## src/rtl/signature_misr_pkg.sv

```systemverilog
// Shared definitions for the signature MISR: session FSM encoding and default
// polynomial/seed. MISR_W is the word width shared with the Compactor.
package signature_misr_pkg;

    localparam int MISR_W = 6;

    localparam logic [MISR_W-1:0] DEF_POLY = 6'h03;
    localparam logic [MISR_W-1:0] DEF_SEED = 6'h00;

    typedef enum logic [1:0] {
        IDLE = 2'd0,
        RUN  = 2'd1,
        DONE = 2'd2
    } state_e;

endpackage

```

## src/rtl/signature_misr_step.sv

```systemverilog
// One combinational MISR step: shift left, fold the MSB back through the
// feedback mask, then XOR in the incoming compacted word.
module misr_step
    import signature_misr_pkg::*;
#(
    parameter int             W    = MISR_W,
    parameter logic [W-1:0]   POLY = W'(DEF_POLY)
) (
    input  logic [W-1:0] sig_i,
    input  logic [W-1:0] com_res_i,
    output logic [W-1:0] sig_n_o
);

    assign sig_n_o = ({sig_i[W-2:0], 1'b0} ^ ({W{sig_i[W-1]}} & POLY)) ^ com_res_i;

endmodule

```

## src/rtl/signature_misr.sv

```systemverilog
// Signature register over a session of NPAT compacted words, with a
// golden-value compare at session end and IDLE/RUN/DONE session control.
module signature_misr
    import signature_misr_pkg::*;
#(
    parameter int           W    = MISR_W,
    parameter int           NPAT = 16,
    parameter logic [W-1:0] POLY = W'(DEF_POLY),
    parameter logic [W-1:0] SEED = W'(DEF_SEED),
    parameter int           CW   = 8
) (
    input  logic          clk,
    input  logic          rst_n,
    input  logic          start,
    input  logic          abort,
    input  logic          com_valid,
    input  logic [W-1:0]  com_res,
    input  logic [W-1:0]  golden,
    output logic          busy,
    output logic          done,
    output logic          pass,
    output logic [W-1:0]  signature,
    output logic [CW-1:0] pat_cnt
);

    localparam logic [CW-1:0] LAST_CNT = CW'(NPAT - 1);

    state_e        state_q, state_d;
    logic [W-1:0]  sig_q, sig_d, sig_n;
    logic [CW-1:0] cnt_q, cnt_d;
    logic          pass_q, pass_d;

    misr_step #(.W(W), .POLY(POLY)) u_step (
        .sig_i     (sig_q),
        .com_res_i (com_res),
        .sig_n_o   (sig_n)
    );

    always_comb begin
        // NOTE: every next-state variable holds its current value by default,
        // so no path through the case statement can infer a latch.
        state_d = state_q;
        sig_d   = sig_q;
        cnt_d   = cnt_q;
        pass_d  = pass_q;

        if (abort) begin
            state_d = IDLE;
            sig_d   = SEED;
            cnt_d   = '0;
            pass_d  = 1'b0;
        end else begin
            unique case (state_q)
                IDLE: begin
                    if (start) begin
                        state_d = RUN;
                        sig_d   = SEED;
                        cnt_d   = '0;
                    end
                end
                RUN: begin
                    // start is dropped here, including alongside the final word
                    if (com_valid) begin
                        sig_d = sig_n;
                        cnt_d = cnt_q + CW'(1);
                        if (cnt_q == LAST_CNT) begin
                            state_d = DONE;
                            pass_d  = (sig_n == golden);
                        end
                    end
                end
                DONE: begin
                    if (start) begin
                        state_d = RUN;
                        sig_d   = SEED;
                        cnt_d   = '0;
                        pass_d  = 1'b0;
                    end
                end
                default: begin
                    state_d = IDLE;
                    sig_d   = SEED;
                    cnt_d   = '0;
                    pass_d  = 1'b0;
                end
            endcase
        end
    end

    // NOTE: state registers use non-blocking assignments so every flop samples
    // the pre-edge values regardless of statement order.
    always_ff @(posedge clk or negedge rst_n) begin
        if (!rst_n) begin
            state_q <= IDLE;
            sig_q   <= SEED;
            cnt_q   <= '0;
            pass_q  <= 1'b0;
        end else begin
            state_q <= state_d;
            sig_q   <= sig_d;
            cnt_q   <= cnt_d;
            pass_q  <= pass_d;
        end
    end

    assign busy      = (state_q == RUN);
    assign done      = (state_q == DONE);
    assign pass      = pass_q & done;
    assign signature = sig_q;
    assign pat_cnt   = cnt_q;

endmodule

```

## config.mk

```make
export PLATFORM = sky130hd
export DESIGN_NAME = signature_misr
export DESIGN_NICKNAME = d
export VERILOG_FILES = /design/src/rtl/signature_misr_pkg.sv /design/src/rtl/signature_misr_step.sv /design/src/rtl/signature_misr.sv
export SDC_FILE = /design/constraint.sdc
export NUM_CORES = 1
export LEC_CHECK = 0
export CAP_MARGIN = 25
export CORE_UTILIZATION = 47
export DETAILED_ROUTE_END_ITERATION = 8
export PLACE_DENSITY_LB_ADDON = 0.05
export RECOVER_POWER = 25
export SYNTH_ARGS = -nofsm -noshare
export SYNTH_HDL_FRONTEND = slang
export SYNTH_SLANG_ARGS = --single-unit
```

## constraint.sdc

```tcl
create_clock -name clk -period 3.4 [get_ports clk]
set_clock_uncertainty 0.1 [all_clocks]
set_input_delay 0.85 -clock clk [delete_from_list [all_inputs] [get_ports clk]]
set_output_delay 0.85 -clock clk [all_outputs]
set_load 0.01 [all_outputs]
```

# Word-level counts from Yosys, hierarchy flattened
# Index checks and enable logic that the tools add are counted.
[word_totals] ff_bits=17 input_bits=17
[op_classes] add_sub_neg=1 n_eq_ne=9 muxes=18 bitwise=3 reduce_logical=5
[op_table] operator="two-way mux 8 bit" n=3
[op_table] operator="two-way mux 6 bit" n=3
[op_table] operator="case mux 8 bit (2 select lines)" n=1
[op_table] operator="case mux 6 bit (2 select lines)" n=1
[op_table] operator="adder 8 x 1 -> 8 bit (second input constant)" n=1
[op_table] operator="== test 8 x 4 -> 1 bit (second input constant)" n=1
[op_table] operator="two-way mux 2 bit" n=4
[op_table] operator="== test 6 bit" n=1
[op_table] operator="!= test 3 bit (second input constant)" n=2
[op_table] operator="bitwise XOR 6 x 2 -> 6 bit" n=1
[op_table] operator="bitwise XOR 6 bit" n=1
[op_table] operator="two-way mux 1 bit" n=4
[op_table] operator="case mux 2 bit (2 select lines)" n=1
[op_table] operator="AND reduction 4 bit" n=1
[op_table] operator="!= test 3 x 1 -> 1 bit (second input constant)" n=1
[op_table] operator="!= test 3 x 2 -> 1 bit (second input constant)" n=1
[op_table] operator="case mux 1 bit (3 select lines)" n=1
[op_table] operator="AND reduction 3 bit" n=1
[op_table] operator="== test 2 x 1 -> 1 bit (second input constant)" n=1
[op_table] operator="== test 2 bit (second input constant)" n=1
[op_table] operator="zero test 2 bit" n=1
[op_table] operator="!= test 2 bit (second input constant)" n=1
[op_table] operator="AND reduction 2 bit" n=1
[op_table] operator="OR reduction 2 bit" n=1
[op_table] operator="bitwise AND 1 bit" n=1

# Depth between registers and ports, before layout
[depth] ltp_word=7 depth_mapped=5 mapped_depth_nobuf=5

# Hierarchy
# Synthesis repeated with hierarchy kept, for this count alone.
[hier_totals] hier_cells=88 area_unflattened_um2=945.9
[by_module_without_submodules] module="signature_misr" instances=1 cells_per_inst=82 area_per_inst_um2=878.3 seq_area_each_um2=425.4
[by_module_without_submodules] module="misr_step" instances=1 cells_per_inst=6 area_per_inst_um2=67.6 seq_area_each_um2=0.0

# Worst setup path before layout
# No wires, ideal clock.
[synth_timing] kind="input-to-reg" start="input start" end="register cnt_q[6] (netlist: pat_cnt[6])" setup_time_ns=0.078 arrival_ns=1.733 t_required_ns=3.222 slack_ns=1.489 path_stages=4 path_buffers=0 path_cell_list="nor2_1 > o21ba_1 > or4_1 > a21oi_1"
[synth_between] elab_chain_cells=2
[synth_rtl] element="start: declaration" line="signature_misr.sv:14" source="input logic start,"
[synth_rtl] element="!= test 3 x 1 -> 1 bit (no line)"
[synth_rtl] element="AND reduction 2 bit (no line)"
[synth_rtl] element="end signal: assignment" line="signature_misr.sv:101" source="cnt_q <= cnt_d;"
[synth_rtl] element="end: declaration" line="signature_misr.sv:30" source="logic [CW-1:0] cnt_q, cnt_d;"
# Every way passes these cells.
# A chain may end at the register's enable or synchronous reset.

# Worst setup path after layout
[layout_timing] start="register state_q[0]" end="output busy"
[layout_between] elab_chain_cells=1
[layout_rtl] element="start: declaration" line="signature_misr.sv:28" source="state_e state_q, state_d;"
[layout_rtl] element="start signal: assignment" line="signature_misr.sv:99" source="state_q <= state_d;"
[layout_rtl] element="== test 2 x 1 -> 1 bit" line="signature_misr.sv:106" source="assign busy = (state_q == RUN);"
[layout_rtl] element="end: declaration" line="signature_misr.sv:19" source="output logic busy,"
# Every way passes these cells.

==> summary.md <==
| Metric | Value |
|---|---|
| Starting Density | `50.4%` |
| Reg-to-reg startpoint | `state_q[0]` |
| IO buf count | `33` |
| Root buffer cell | `clkbuf_4` |
| CTS hold repair buffers | `0` |
| Status | `complete, no violations` |
| Number of global-route vias before repair | `739` |
| Final antenna-violating net count | `0` |
| Leak | `0.570 nW` |
| Final period util | `79.7%` |
| Fin area | `1370 um^2` |
| Sequential Area | `425 um^2` |
| Layout area overhead | `39.0%` |
| Pwr per Cell Area | `290 nW/um^2` |
| Residual DRC | `0` |
| Yosys cell types | `31` |
| Commonest non-fill, non-tap cell in the layout | `clkdlybuf4s50_1` |
| CP max FO | `8` |
| Core box area | `1960 um^2` |
| 1st-pass router iterations | `4` |
| Total track usage | `21.4%` |
| Initial drt markers | `33` |
| Post-layout nets | `149` |
| Setup crit end | `busy` |
| Post-CTS setup buffers | `0` |
| HP Class | `register to register` |
| Max Slew Vio Count | `0` |
| Peak VDD IR | `0.200 mV` |
| Post-synth top area share | `43.0%` |
| PostCTS Resize Cnt | `0` |
| Rows | `16` |
| #FFs+latches synth | `17` |
| R2r endpoint | `pat_cnt[7]` |
| Max-Cap Viols | `0` |
| CTS tree | `built` |
| First-pass GRT wire length | `3340 um` |
| Crit. Startpoint | `state_q[0]` |
| Warnings from Yosys | `0` |
| RSZ-0062 raised after global routing | `no` |
| Die H | `47.9 um` |
| Area of the multi-input gates | `558 um^2` |
| Endpoints failing hold | `0` |
| Fin Setup TNS | `0 ns` |
| CTS Buf Count | `3` |
| Setup CP Type | `register to output pin` |
| Final cell count without fillers | `157` |
| Main synth FF type | `dfrtp_1` |
| Post-DP HPWL | `1590 um` |
| Clock slew at reported path FFs | `0.10 ns` |
| Data arrival, critical path | `1.76 ns` |
| Initial antenna violation count | `0` |
| Mapped cell area | `988 um^2` |
| Setup violators final | `0` |
| Largest cells by area after synthesis | `dfrtp_1, xnor3_1, xnor2_1` |
| Syn_area_per_cell | `10.5 um^2` |
| Hold WS | `0.406 ns` |
| Skew-Pair Late Insertion Delay | `0.29 ns` |
| ANT cells | `0` |
| Clock Tree Buf Depth | `2` |
| Slew headroom | `47.8%` |
| Tightest Pin Transition | `0.781 ns` |
| Sequential-to-total area share from yosys stat | `43.0%` |
| Internal reg-to-reg setup slack | `1.56 ns` |
| Most frequent cells in the layout | `clkdlybuf4s50_1, dfrtp_1, nand2_1` |
| Pin count of the biggest net entering global routing | `18` |
| Worst Path Required | `2.45 ns` |
| Total Wirelength | `2130 um` |
| Vias after detailed routing | `856` |
| Cells after synthesis | `94` |
| Placed Cells | `153` |
| Chip width | `47.9 um` |
| Fillcell total | `169` |
| CTS H-tree lvls | `1` |
| Crit start category | `register` |
| Post-synth EDFFs | `0` |
| Share of cells above drive strength 1 | `3.08%` |
| Vias/cell | `5.45` |
| Fmax | `369 MHz` |
| CP Capture Type | `output pin` |
| Placed inst area | `1350 um^2` |
| Die Area | `2290 um^2` |
| Clk sink count | `17` |
| Final Wtd Congestion | `0.769` |
| Async SR Flop Fraction | `100%` |
| Wirelength per Cell | `13.5 um` |
| Ports | `34` |
| Gr ovfl total | `0` |
| Mapped Nets | `112` |
| Period minus WS final | `2.71 ns` |
| Area leader, netlist | `dfrtp_1` |
| FF-to-FF path depth | `4` |
cell families after synthesis:
| kind of cell | after synthesis | synth area share [%] |
|---|---|---|
| xor+xnor | 14 | 19.4 |
| simple gates | 36 | 19.6 |
| buf+inv | 1 | 0.506 |
| flops | 17 | 43.0 |
| fa+ha+maj | 1 | 1.27 |
| mux | 1 | 1.14 |
| compound gates | 24 | 15.1 |
layout make-up:
cell class	instances	area share (%)
repair buffers	33	24.0
well taps	27	2.46
clock buffers	4	1.91
flip-flops and latches	17	31.0
multi-input cells	76	40.6
cell usage after synthesis (3+ instances only):
| cell type | n |
|---|---|
| xnor3_1 | 5 |
| dfrtp_1 | 17 |
| nor2_1 | 4 |
| a21oi_1 | 7 |
| nand2_1 | 11 |
| nand3_1 | 3 |
| o21ai_0 | 8 |
| xnor2_1 | 5 |
| xor2_1 | 4 |
routing by layer:
layer  vias up  track usage (%)  wire, um
met4         0             6.67        20
li1        414                -         -
met1       409             31.8      1020
met2        29             32.2       991
met3         4             3.40        94
met5         -                0         0
power breakdown:
group,total [mW],switching [mW],internal [mW]
clock,0.113,0.0674,0.0456
sequential,0.211,0.00553,0.206
combinational,0.0744,0.0300,0.0444
total,0.399,0.103,0.296
registers in the layout (all words and copies together) (netlist names):
name and cells:
state_q 2, pass_q 1, signature 6, pat_cnt 8
how the worst min path moves through the flow:
stage	start	to	slack, ns	cells past startpoint
2_1_floorplan	pass_q	pass_q	0.37	1
3_3_place_gp	pass_q	pass_q	0.38	1
3_5_place_dp	pass_q	pass_q	0.39	1
4_1_cts	pass_q	pass_q	0.41	1
5_1_grt	pass_q	pass_q	0.45	1
6_report	pass_q	pass_q	0.41	1
worst max-delay path, stage by stage, from the launching register on:
cell and delay, ns:
dfrtp_1 0.47, nor2b_1 0.39, clkdlybuf4s50_1 0.61
through the flow:
step	worst slack (ns)	power (mW)	utilization, %
detailed placement	0.717	0.291	68.7
global route	0.587	0.413	70.0
CTS	0.713	0.397	70.0
finish	0.690	0.399	70.0
floorplan	1.49	0.251	-
global placement	0.764	0.289	68.7
(Power assumes the default switching activity.)
